### src/rtl/countdown_sequencer_pkg.sv
// Shared types and constants for the countdown sequencer and its prescaler.
package countdown_pkg;

  typedef enum logic [1:0] {
    ST_IDLE = 2'd0,
    ST_RUN  = 2'd1,
    ST_HOLD = 2'd2,
    ST_DONE = 2'd3
  } state_e;

  localparam int TICK_DIV_DEF = 1;
  localparam int PRESCALE_W   = 8;

endpackage

### src/rtl/countdown_sequencer_tick_gen.sv
// Prescaler: pulses tick on every TICK_DIV-th enabled clock; frozen while en is low.
module tick_gen
  import countdown_pkg::*;
#(
  parameter int TICK_DIV = TICK_DIV_DEF
) (
  input  logic clk,
  input  logic rst,
  input  logic clr,
  input  logic en,
  output logic tick
);

  localparam logic [PRESCALE_W-1:0] TERM = PRESCALE_W'(TICK_DIV - 1);

  logic [PRESCALE_W-1:0] cnt_q, cnt_d;

  assign tick = en && (cnt_q == TERM);

  always_comb begin
    cnt_d = cnt_q;
    if (clr || tick) begin
      cnt_d = '0;
    end else if (en) begin
      cnt_d = cnt_q + 1'b1;
    end
  end

  always_ff @(posedge clk) begin
    if (rst) cnt_q <= '0;
    else     cnt_q <= cnt_d;
  end

endmodule

### src/rtl/countdown_sequencer.sv
// Down-counting sequencer with optional auto-reload, pause/hold and abort.
//   state   | meaning
//   ST_IDLE | waiting for a command, count held at 0
//   ST_RUN  | decrementing on each prescaler tick
//   ST_HOLD | paused, count and prescaler frozen
//   ST_DONE | terminal count reached, count held at 0, new command allowed
module countdown_sequencer
  import countdown_pkg::*;
#(
  parameter int WIDTH    = 4,
  parameter int TICK_DIV = TICK_DIV_DEF
) (
  input  logic             clk,
  input  logic             rst,
  input  logic             cmd_valid,
  output logic             cmd_ready,
  input  logic [WIDTH-1:0] cmd_load,
  input  logic             cmd_reload,
  input  logic             pause,
  input  logic             abort,
  output logic [WIDTH-1:0] count,
  output logic             busy,
  output logic             done
);

  state_e           state_q, state_d;
  logic [WIDTH-1:0] count_q, count_d;
  logic [WIDTH-1:0] reload_q, reload_d;
  logic             mode_q, mode_d;
  logic             done_q, done_d;
  logic             busy_q, busy_d;
  logic             accept;
  logic             pre_clr;
  logic             tick;

  assign cmd_ready = ((state_q == ST_IDLE) || (state_q == ST_DONE)) && !abort;
  assign accept    = cmd_valid && cmd_ready;

  tick_gen #(.TICK_DIV(TICK_DIV)) u_tick_gen (
    .clk  (clk),
    .rst  (rst),
    .clr  (pre_clr),
    .en   (state_q == ST_RUN),
    .tick (tick)
  );

  always_comb begin
    state_d  = state_q;
    count_d  = count_q;
    reload_d = reload_q;
    mode_d   = mode_q;
    done_d   = 1'b0;
    pre_clr  = 1'b0;
    if (abort) begin
      state_d = ST_IDLE;
      count_d = '0;
      pre_clr = 1'b1;
    end else if (accept) begin
      count_d  = cmd_load;
      reload_d = cmd_load;
      mode_d   = cmd_reload;
      pre_clr  = 1'b1;
      if (cmd_load == '0) begin
        state_d = ST_DONE;
        done_d  = 1'b1;
      end else begin
        state_d = ST_RUN;
      end
    end else begin
      case (state_q)
        ST_RUN: begin
          if (tick) begin
            if (count_q > WIDTH'(1)) begin
              count_d = count_q - 1'b1;
            end else if (mode_q) begin
              count_d = reload_q;
              done_d  = 1'b1;
            end else begin
              count_d = '0;
              state_d = ST_DONE;
              done_d  = 1'b1;
            end
          end
          // A coincident tick is applied first; terminal count wins over pause.
          if (pause && (state_d == ST_RUN)) state_d = ST_HOLD;
        end
        ST_HOLD: if (!pause) state_d = ST_RUN;
        default: ;
      endcase
    end
    busy_d = (state_d == ST_RUN) || (state_d == ST_HOLD);
  end

  always_ff @(posedge clk) begin
    if (rst) begin
      state_q  <= ST_IDLE;
      count_q  <= '0;
      reload_q <= '0;
      mode_q   <= 1'b0;
      done_q   <= 1'b0;
      busy_q   <= 1'b0;
    end else begin
      state_q  <= state_d;
      count_q  <= count_d;
      reload_q <= reload_d;
      mode_q   <= mode_d;
      done_q   <= done_d;
      busy_q   <= busy_d;
    end
  end

  assign count = count_q;
  assign busy  = busy_q;
  assign done  = done_q;

endmodule

### config.mk
export PLATFORM = sky130hd
export DESIGN_NAME = countdown_sequencer
export DESIGN_NICKNAME = d
export VERILOG_FILES = /design/src/rtl/countdown_sequencer_pkg.sv /design/src/rtl/countdown_sequencer_tick_gen.sv /design/src/rtl/countdown_sequencer.sv
export SDC_FILE = /design/constraint.sdc
export NUM_CORES = 1
export LEC_CHECK = 0
export CAP_MARGIN = 5
export CORE_AREA = 2 2 52 54
export DETAILED_ROUTE_END_ITERATION = 12
export DIE_AREA = 0 0 54 56
export PLACE_DENSITY_LB_ADDON = 0.05
export SYNTH_ARGS = -nofsm -noshare
export SYNTH_HDL_FRONTEND = slang
export SYNTH_HIERARCHICAL = 1
export SYNTH_SLANG_ARGS = --single-unit
### constraint.sdc
create_clock -name clk -period 5.6 [get_ports clk]
set_input_delay 0.84 -clock clk [delete_from_list [all_inputs] [get_ports clk]]
set_output_delay 0.84 -clock clk [all_outputs]
set_load 0.05 [all_outputs]
==> results of run 1 <==
==> flip-flops by register name (all words and copies together), names as in the netlist <==
register	count
u_tick_gen/cnt_q	8
count	4
reload_q	4
state_q	2
busy	1
done	1
mode_q	1
==> Yosys cell counts, types with 2 or more instances <==
cell      count
a211oi_1      2
a21oi_1      10
a21oi_2       3
clkbuf_1      2
dfxtp_1      21
ha_1          6
inv_1         8
mux2i_1       3
nand2_1      21
nand2b_1      2
nand4_1       3
nor2_1       14
nor2b_1       2
nor3_1        2
nor4_1        2
nor4b_1       2
o21ai_0       5
o31ai_1       3
or2_1         2
or3_1         2
or4_1         2
xor2_1        3
==> cell usage in the layout, fill, tap and decap left out, types with 2 or more instances in the layout <==
cell type	synthesis	final
nand2_1	21	21
dfxtp_1	21	21
clkdlybuf4s50_1	0	16
nor2_1	14	14
a21oi_1	10	10
inv_1	8	8
ha_1	6	6
o21ai_0	5	5
o31ai_1	3	3
mux2i_1	3	3
clkbuf_4	0	3
xor2_1	3	3
nand4_1	3	3
a21oi_2	3	3
nor2b_1	2	2
nand2b_1	2	2
or2_1	2	2
nor4_1	2	2
nor4b_1	2	2
or4_1	2	2
nor3_1	2	2
a211oi_1	2	2
or3_1	2	2
==> final cells by class <==
cell class	count	area, um^2	area share
multi-input cells	109	694	0.507
flip-flops and latches	21	420	0.307
repair buffers	16	160	0.117
well taps	30	37.5	0.0274
inverters	8	30.0	0.0219
clock buffers	3	22.5	0.0164
clock inverters	1	5.00	0.00365
==> report_power, final <==
group | switching, mW | total, mW | leakage, nW | internal, mW
Clock | 0.0461 | 0.0726 | 0.0177 | 0.0266
Sequential | 0.00287 | 0.156 | 0.170 | 0.153
Combinational | 0.0243 | 0.0418 | 0.307 | 0.0175
Total | 0.0732 | 0.270 | 0.495 | 0.197
==> worst reg2reg max path: stages, from the launching register on <==
cell	delay (ps)
dfxtp_1	410
ha_1	430
nor2b_1	220
and3_1	180
nand2_1	200
nor4b_1	390
o31ai_1	170
mux2i_1	150
==> kinds of logic (layout without fill, tap and decap cells) <==
logic type | after synthesis | after routing | synth area share
DFF | 21 | 21 | 0.358
AOI/OAI and AO/OA | 34 | 34 | 0.198
adders and majority gates | 6 | 6 | 0.0640
and+or+nand+nor | 62 | 62 | 0.274
xor gates and xnor gates | 4 | 4 | 0.0299
muxes | 3 | 3 | 0.0256
buffers and inverters | 13 | 28 | 0.0501
==> per-layer routing <==
layer  part of all wire  track usage  up-vias
met5                  0            0        -
met4              0.012       0.0536        0
met3              0.040       0.0242        4
met2               0.49        0.287       22
met1               0.45        0.250      504
li1                   -            -      544
==> stage by stage <==
step	util	worst slack, ps	hold slack (ps)	total power, mW
6_report	0.563	2440	465	0.270
5_1_grt	0.563	2380	483	0.284
4_1_cts	0.563	2460	466	0.273
3_5_place_dp	0.552	2460	448	0.200
3_3_place_gp	0.552	2500	444	0.200
2_1_floorplan	-	3210	431	0.185
==> how the worst min path moves through the flow <==
stage / startpoint / endpoint / slack (ps) / cells past startpoint
after detailed placement: reload_q[0]$_SDFFE_PP0P_ / reload_q[0]$_SDFFE_PP0P_ / 450 / 2
after global placement: reload_q[0]$_SDFFE_PP0P_ / reload_q[0]$_SDFFE_PP0P_ / 440 / 2
final: reload_q[0]$_SDFFE_PP0P_ / reload_q[0]$_SDFFE_PP0P_ / 470 / 2
after global routing: reload_q[0]$_SDFFE_PP0P_ / reload_q[0]$_SDFFE_PP0P_ / 480 / 2
after CTS: reload_q[0]$_SDFFE_PP0P_ / reload_q[0]$_SDFFE_PP0P_ / 470 / 2
after floorplan: reload_q[0]$_SDFFE_PP0P_ / reload_q[0]$_SDFFE_PP0P_ / 430 / 2
==> results.py, run 1 <==
metrics = {
    "timing": {
        "fin_crit_sh": 0.563,
        "setup_tns_ps": 0,
        "rsz0062_at_grt": "no",
        "max_freq_mhz": 317,
        "finClkSkew_ps": 7.49,
        "maxSlewHeadroom": 0.664,
        "setup_viol": 0,
        "final_max_slew_viol_count": 0,
        "worst_slew_pin_slew_ps": 502,
        "finalHoldViolations": 0,
        "min_period_ps": 3160,
    },
    "final_layout": {
        "area_delta_synth_final_pct": 16.7,
        "nets": 175,
        "diodes": 0,
        "fin_area_um2": 1370,
        "fillers": 232,
        "instances_no_fill": 188,
        "drive_gt1_frac": 0.0696,
    },
    "drt": {
        "vias": 1074,
        "ant_nets": 0,
        "wire_per_inst_um": 13.5,
        "postRouteWirelength_mm": 2.54,
        "via_per_inst": 5.71,
        "drtIter0Drc": 25,
        "drc": 0,
        "firstDrtPassIters": 4,
    },
    "hold_path": {
        "hold_class": "flop to flop",
    },
    "clock_network": {
        "numClockSinks": 21,
        "post_cts_resized": 0,
        "cts_tree": "built",
        "clockBufferDepth": 2,
        "cts_post_setup_buffers_inserted": 0,
        "cts_max_level": 1,
        "path_clk_slew_ps": 110,
        "cts_root_buffer": "clkbuf_4",
        "cts_buffers": 3,
        "worstSkewPairLatency_ps": 300,
        "cts_hold_buf": 0,
    },
    "synthesis": {
        "async_flop_share": 0,
        "postSynthAreaPerCell_um2": 8.21,
        "ys_types": 45,
        "netlist_top_cells_area": "dfxtp_1 36%, nand2_1 6.7%, ha_1 6.4%",
        "synth.ff_latch_count": 21,
        "ys.flop_type": "dfxtp_1",
        "synthesis.nets": 159,
        "synth_sequential_area_ratio": 0.358,
        "syn_inst": 143,
        "ys_warn_count": 6,
        "synth_top_area_share": 0.358,
        "yosysTopAreaCell": "dfxtp_1",
        "synth_area_um2": 1170,
        "synth-edff-count": 0,
    },
    "floorplanning": {
        "placementRows": 18,
        "core_area_um2": 2430,
        "pin_count": 17,
        "die_area_um2": 3020,
        "die_w_um": 54,
        "initial_utilization": 0.483,
        "die_h_um": 56,
    },
    "critical_path": {
        "critPathMostFrequentCell": "clkdlybuf4s50_1",
        "r2r-end": "busy$_SDFF_PP0_",
        "crit_chain": "clkdlybuf4s50_1 > nor2b_1 > clkdlybuf4s50_1",
        "cp-endpoint": "cmd_ready",
        "reg2reg_depth": 7,
        "reg2reg_slack_ps": 3390,
        "crit_path_start": "abort",
        "crit_path_end_kind": "output port",
        "max_stage_delay_ps": 830,
        "required_ps": 4760,
        "critPathBufInv": 2,
        "arrival_ps": 2320,
        "rr_startpoint": "state_q[0]$_SDFF_PP0_",
        "cp.depth": 3,
        "cp_slowest_cell": "clkdlybuf4s50_1",
        "timing_worst_setup_path_type": "primary input to output port",
        "crit_path_max_fanout": 6,
        "start_kind": "primary input",
        "critPathTopFamily": "buffers and inverters",
    },
    "power_and_ir_drop": {
        "pwr_density_cell_nw_per_um2": 197,
        "ir_worst_vdd_v": 0.000114,
        "leakage_nw": 0.495,
    },
    "global_routing": {
        "grt_usage": 0.181,
        "grt_max_degree": 13,
        "antenna_found_initial": 0,
        "grt-ovfl-total": 0,
        "grt_pass1_vias": 960,
        "grt_pass1_wl_mm": 4.20,
    },
    "placed_design": {
        "dp_hpwl_mm": 1.92,
        "dpl.cell_count": 184,
        "dpl-instance-area_um2": 1340,
        "routabilityCongestion": 0.816,
        "port_buffers": 16,
    },
    "job": {
        "drv_cap": 0,
    },
    "status": {
        "status": "finished clean",
    },
}
Power figures use the tool's default switching activity.
==> run 2: changes to the inputs <==
CORE_AREA = 2 2 53 55   (was 2 2 52 54)
DIE_AREA = 0 0 55 57   (was 0 0 54 56)
clock period = 2.9 ns   (was 5.6 ns; I/O delays follow)
==> results.py, run 2 (synthesized netlist as in run 1, its figures left out) <==
metrics = {
    "timing": {
        "finalHoldViolations": 0,
        "fin_crit_sh": 0.921,
        "worst_slew_pin_slew_ps": 497,
        "setup_viol": 0,
        "min_period_ps": 2670,
        "setup_tns_ps": 0,
        "max_freq_mhz": 374,
        "hold_ws_ps": 465,
        "rsz0062_at_grt": "no",
        "finClkSkew_ps": 9.60,
        "final_max_slew_viol_count": 0,
        "maxSlewHeadroom": 0.668,
    },
    "power_and_ir_drop": {
        "leakage_nw": 0.505,
        "pwr_density_cell_nw_per_um2": 380,
        "finalPower_uw": 526,
        "ir_worst_vdd_v": 0.000242,
    },
    "critical_path": {
        "critPathBufInv": 2,
        "max_stage_delay_ps": 820,
        "required_ps": 2470,
        "reg2reg_slack_ps": 820,
        "cp_slowest_cell": "clkdlybuf4s50_1",
        "rr_startpoint": "u_tick_gen/cnt_q[0]$_SDFFE_PP0P_",
        "timing_worst_setup_path_type": "flop to output port",
        "reg2reg_depth": 8,
        "crit_chain": "inv_1 > ha_1 > nor2b_1 > clkdlybuf4s50_1",
        "critPathTopFamily": "buffers and inverters",
        "arrival_ps": 2240,
        "r2r-end": "busy$_SDFF_PP0_",
        "crit_path_max_fanout": 8,
        "cp.depth": 4,
        "crit_path_end_kind": "output port",
        "start_kind": "flop",
    },
    "final_layout": {
        "drive_gt1_frac": 0.0813,
        "regMostFlops": "u_tick_gen/cnt_q",
        "diodes": 0,
        "layout_common_cells": "21 x nand2_1, 21 x dfxtp_1, 16 x clkdlybuf4s50_1",
        "area_delta_synth_final_pct": 18.1,
        "regArea_um2": 420,
        "nets": 177,
        "largest_reg_flops": 8,
        "multi_input_area_um2": 694,
        "fillers": 270,
    },
    "global_routing": {
        "grtUsageMet1": 0.231,
        "grt_pass1_vias": 1031,
        "grt-ovfl-total": 0,
        "grt_usage": 0.188,
        "grt_max_degree": 13,
        "busiest_layer": "met2",
        "antenna_found_initial": 0,
        "grt_pass1_wl_mm": 4.40,
        "grtUsageMet3": 0.0236,
        "grt_use_met2": 0.330,
    },
    "clock_network": {
        "cts_tree": "built",
        "cts_root_buffer": "clkbuf_4",
        "cts_post_setup_buffers_inserted": 0,
        "clockBufferDepth": 2,
        "post_cts_resized": 0,
        "cts_hold_buf": 0,
        "path_clk_slew_ps": 130,
        "cts_max_level": 1,
        "worstSkewPairLatency_ps": 300,
        "cts_buffers": 3,
        "numClockSinks": 21,
    },
    "drt": {
        "ant_nets": 0,
        "drc": 0,
        "drtIter0Drc": 9,
        "firstDrtPassIters": 4,
        "via_per_inst": 5.62,
        "postRouteWirelength_mm": 2.65,
        "vias": 1074,
        "wire_per_inst_um": 13.9,
    },
    "floorplanning": {
        "initial_utilization": 0.449,
        "pin_count": 17,
        "die_area_um2": 3140,
        "placementRows": 19,
        "die_h_um": 57,
        "die_w_um": 55,
        "core_area_um2": 2620,
    },
    "hold_path": {
        "min_delay_worst_endpoint": "reload_q[2]$_SDFFE_PP0P_",
        "hold_class": "flop to flop",
        "hold_depth": 2,
        "min_from": "reload_q[2]$_SDFFE_PP0P_",
    },
    "placed_design": {
        "routabilityCongestion": 0.737,
        "dp_hpwl_mm": 1.99,
        "port_buffers": 16,
    },
    "job": {
        "drv_cap": 0,
    },
    "status": {
        "status": "finished clean",
    },
}
## run 2: changes by cell type in the layout (fill, tap and decap cells not counted), sizes merged
cell and delta:
buf +2
## run 2: through the flow
stage	instance area (um^2)	cells	worst slack [ps]	utilization
after global placement	1360	187	606	0.520
final	1390	191	228	0.530
after floorplan	1170	143	618	-
after CTS	1390	191	240	0.530
after global routing	1390	191	129	0.530
after detailed placement	1360	187	556	0.520
## run 2: tightest hold or removal path: stages, from the launching register on
cell,delay [ps]
dfxtp_1,330
nand2_1,50
a21oi_1,50
## run 2: worst max-delay path by stage
stage / slack, ps / from / endpoint
floorplan: 620 / state_q[0]$_SDFF_PP0_ / count[3]$_SDFFE_PP0P_
global placement: 610 / abort / cmd_ready
detailed placement: 560 / abort / cmd_ready
CTS: 240 / state_q[0]$_SDFF_PP0_ / cmd_ready
global route: 130 / state_q[0]$_SDFF_PP0_ / cmd_ready
finish: 230 / state_q[0]$_SDFF_PP0_ / cmd_ready
## run 2: layer usage
metal	routed length (um)	vias to the layer above	part of all wire
li1	-	550	-
met1	1230	503	0.46
met2	1310	19	0.49
met3	97	2	0.037
met4	18	0	0.0068
met5	0	-	0
## run 2: power breakdown
group | internal [mW] | switching, mW
Combinational | 0.0352 | 0.0471
Sequential | 0.295 | 0.00565
Clock | 0.0514 | 0.0921
## run 2: layout make-up
class / instances / area share
multi-input cells: 109 / 0.501
flip-flops and latches: 21 / 0.303
clock inverters: 1 / 0.00361
well taps: 31 / 0.0280
clock buffers: 3 / 0.0162
repair buffers: 18 / 0.126
inverters: 8 / 0.0217
==> run 3: changes to the inputs <==
SKIP_CTS_REPAIR_TIMING = 1   (was not set)
==> results of run 3 <==
Same layout as run 2: the final DEF is identical, and so are final timing and power.
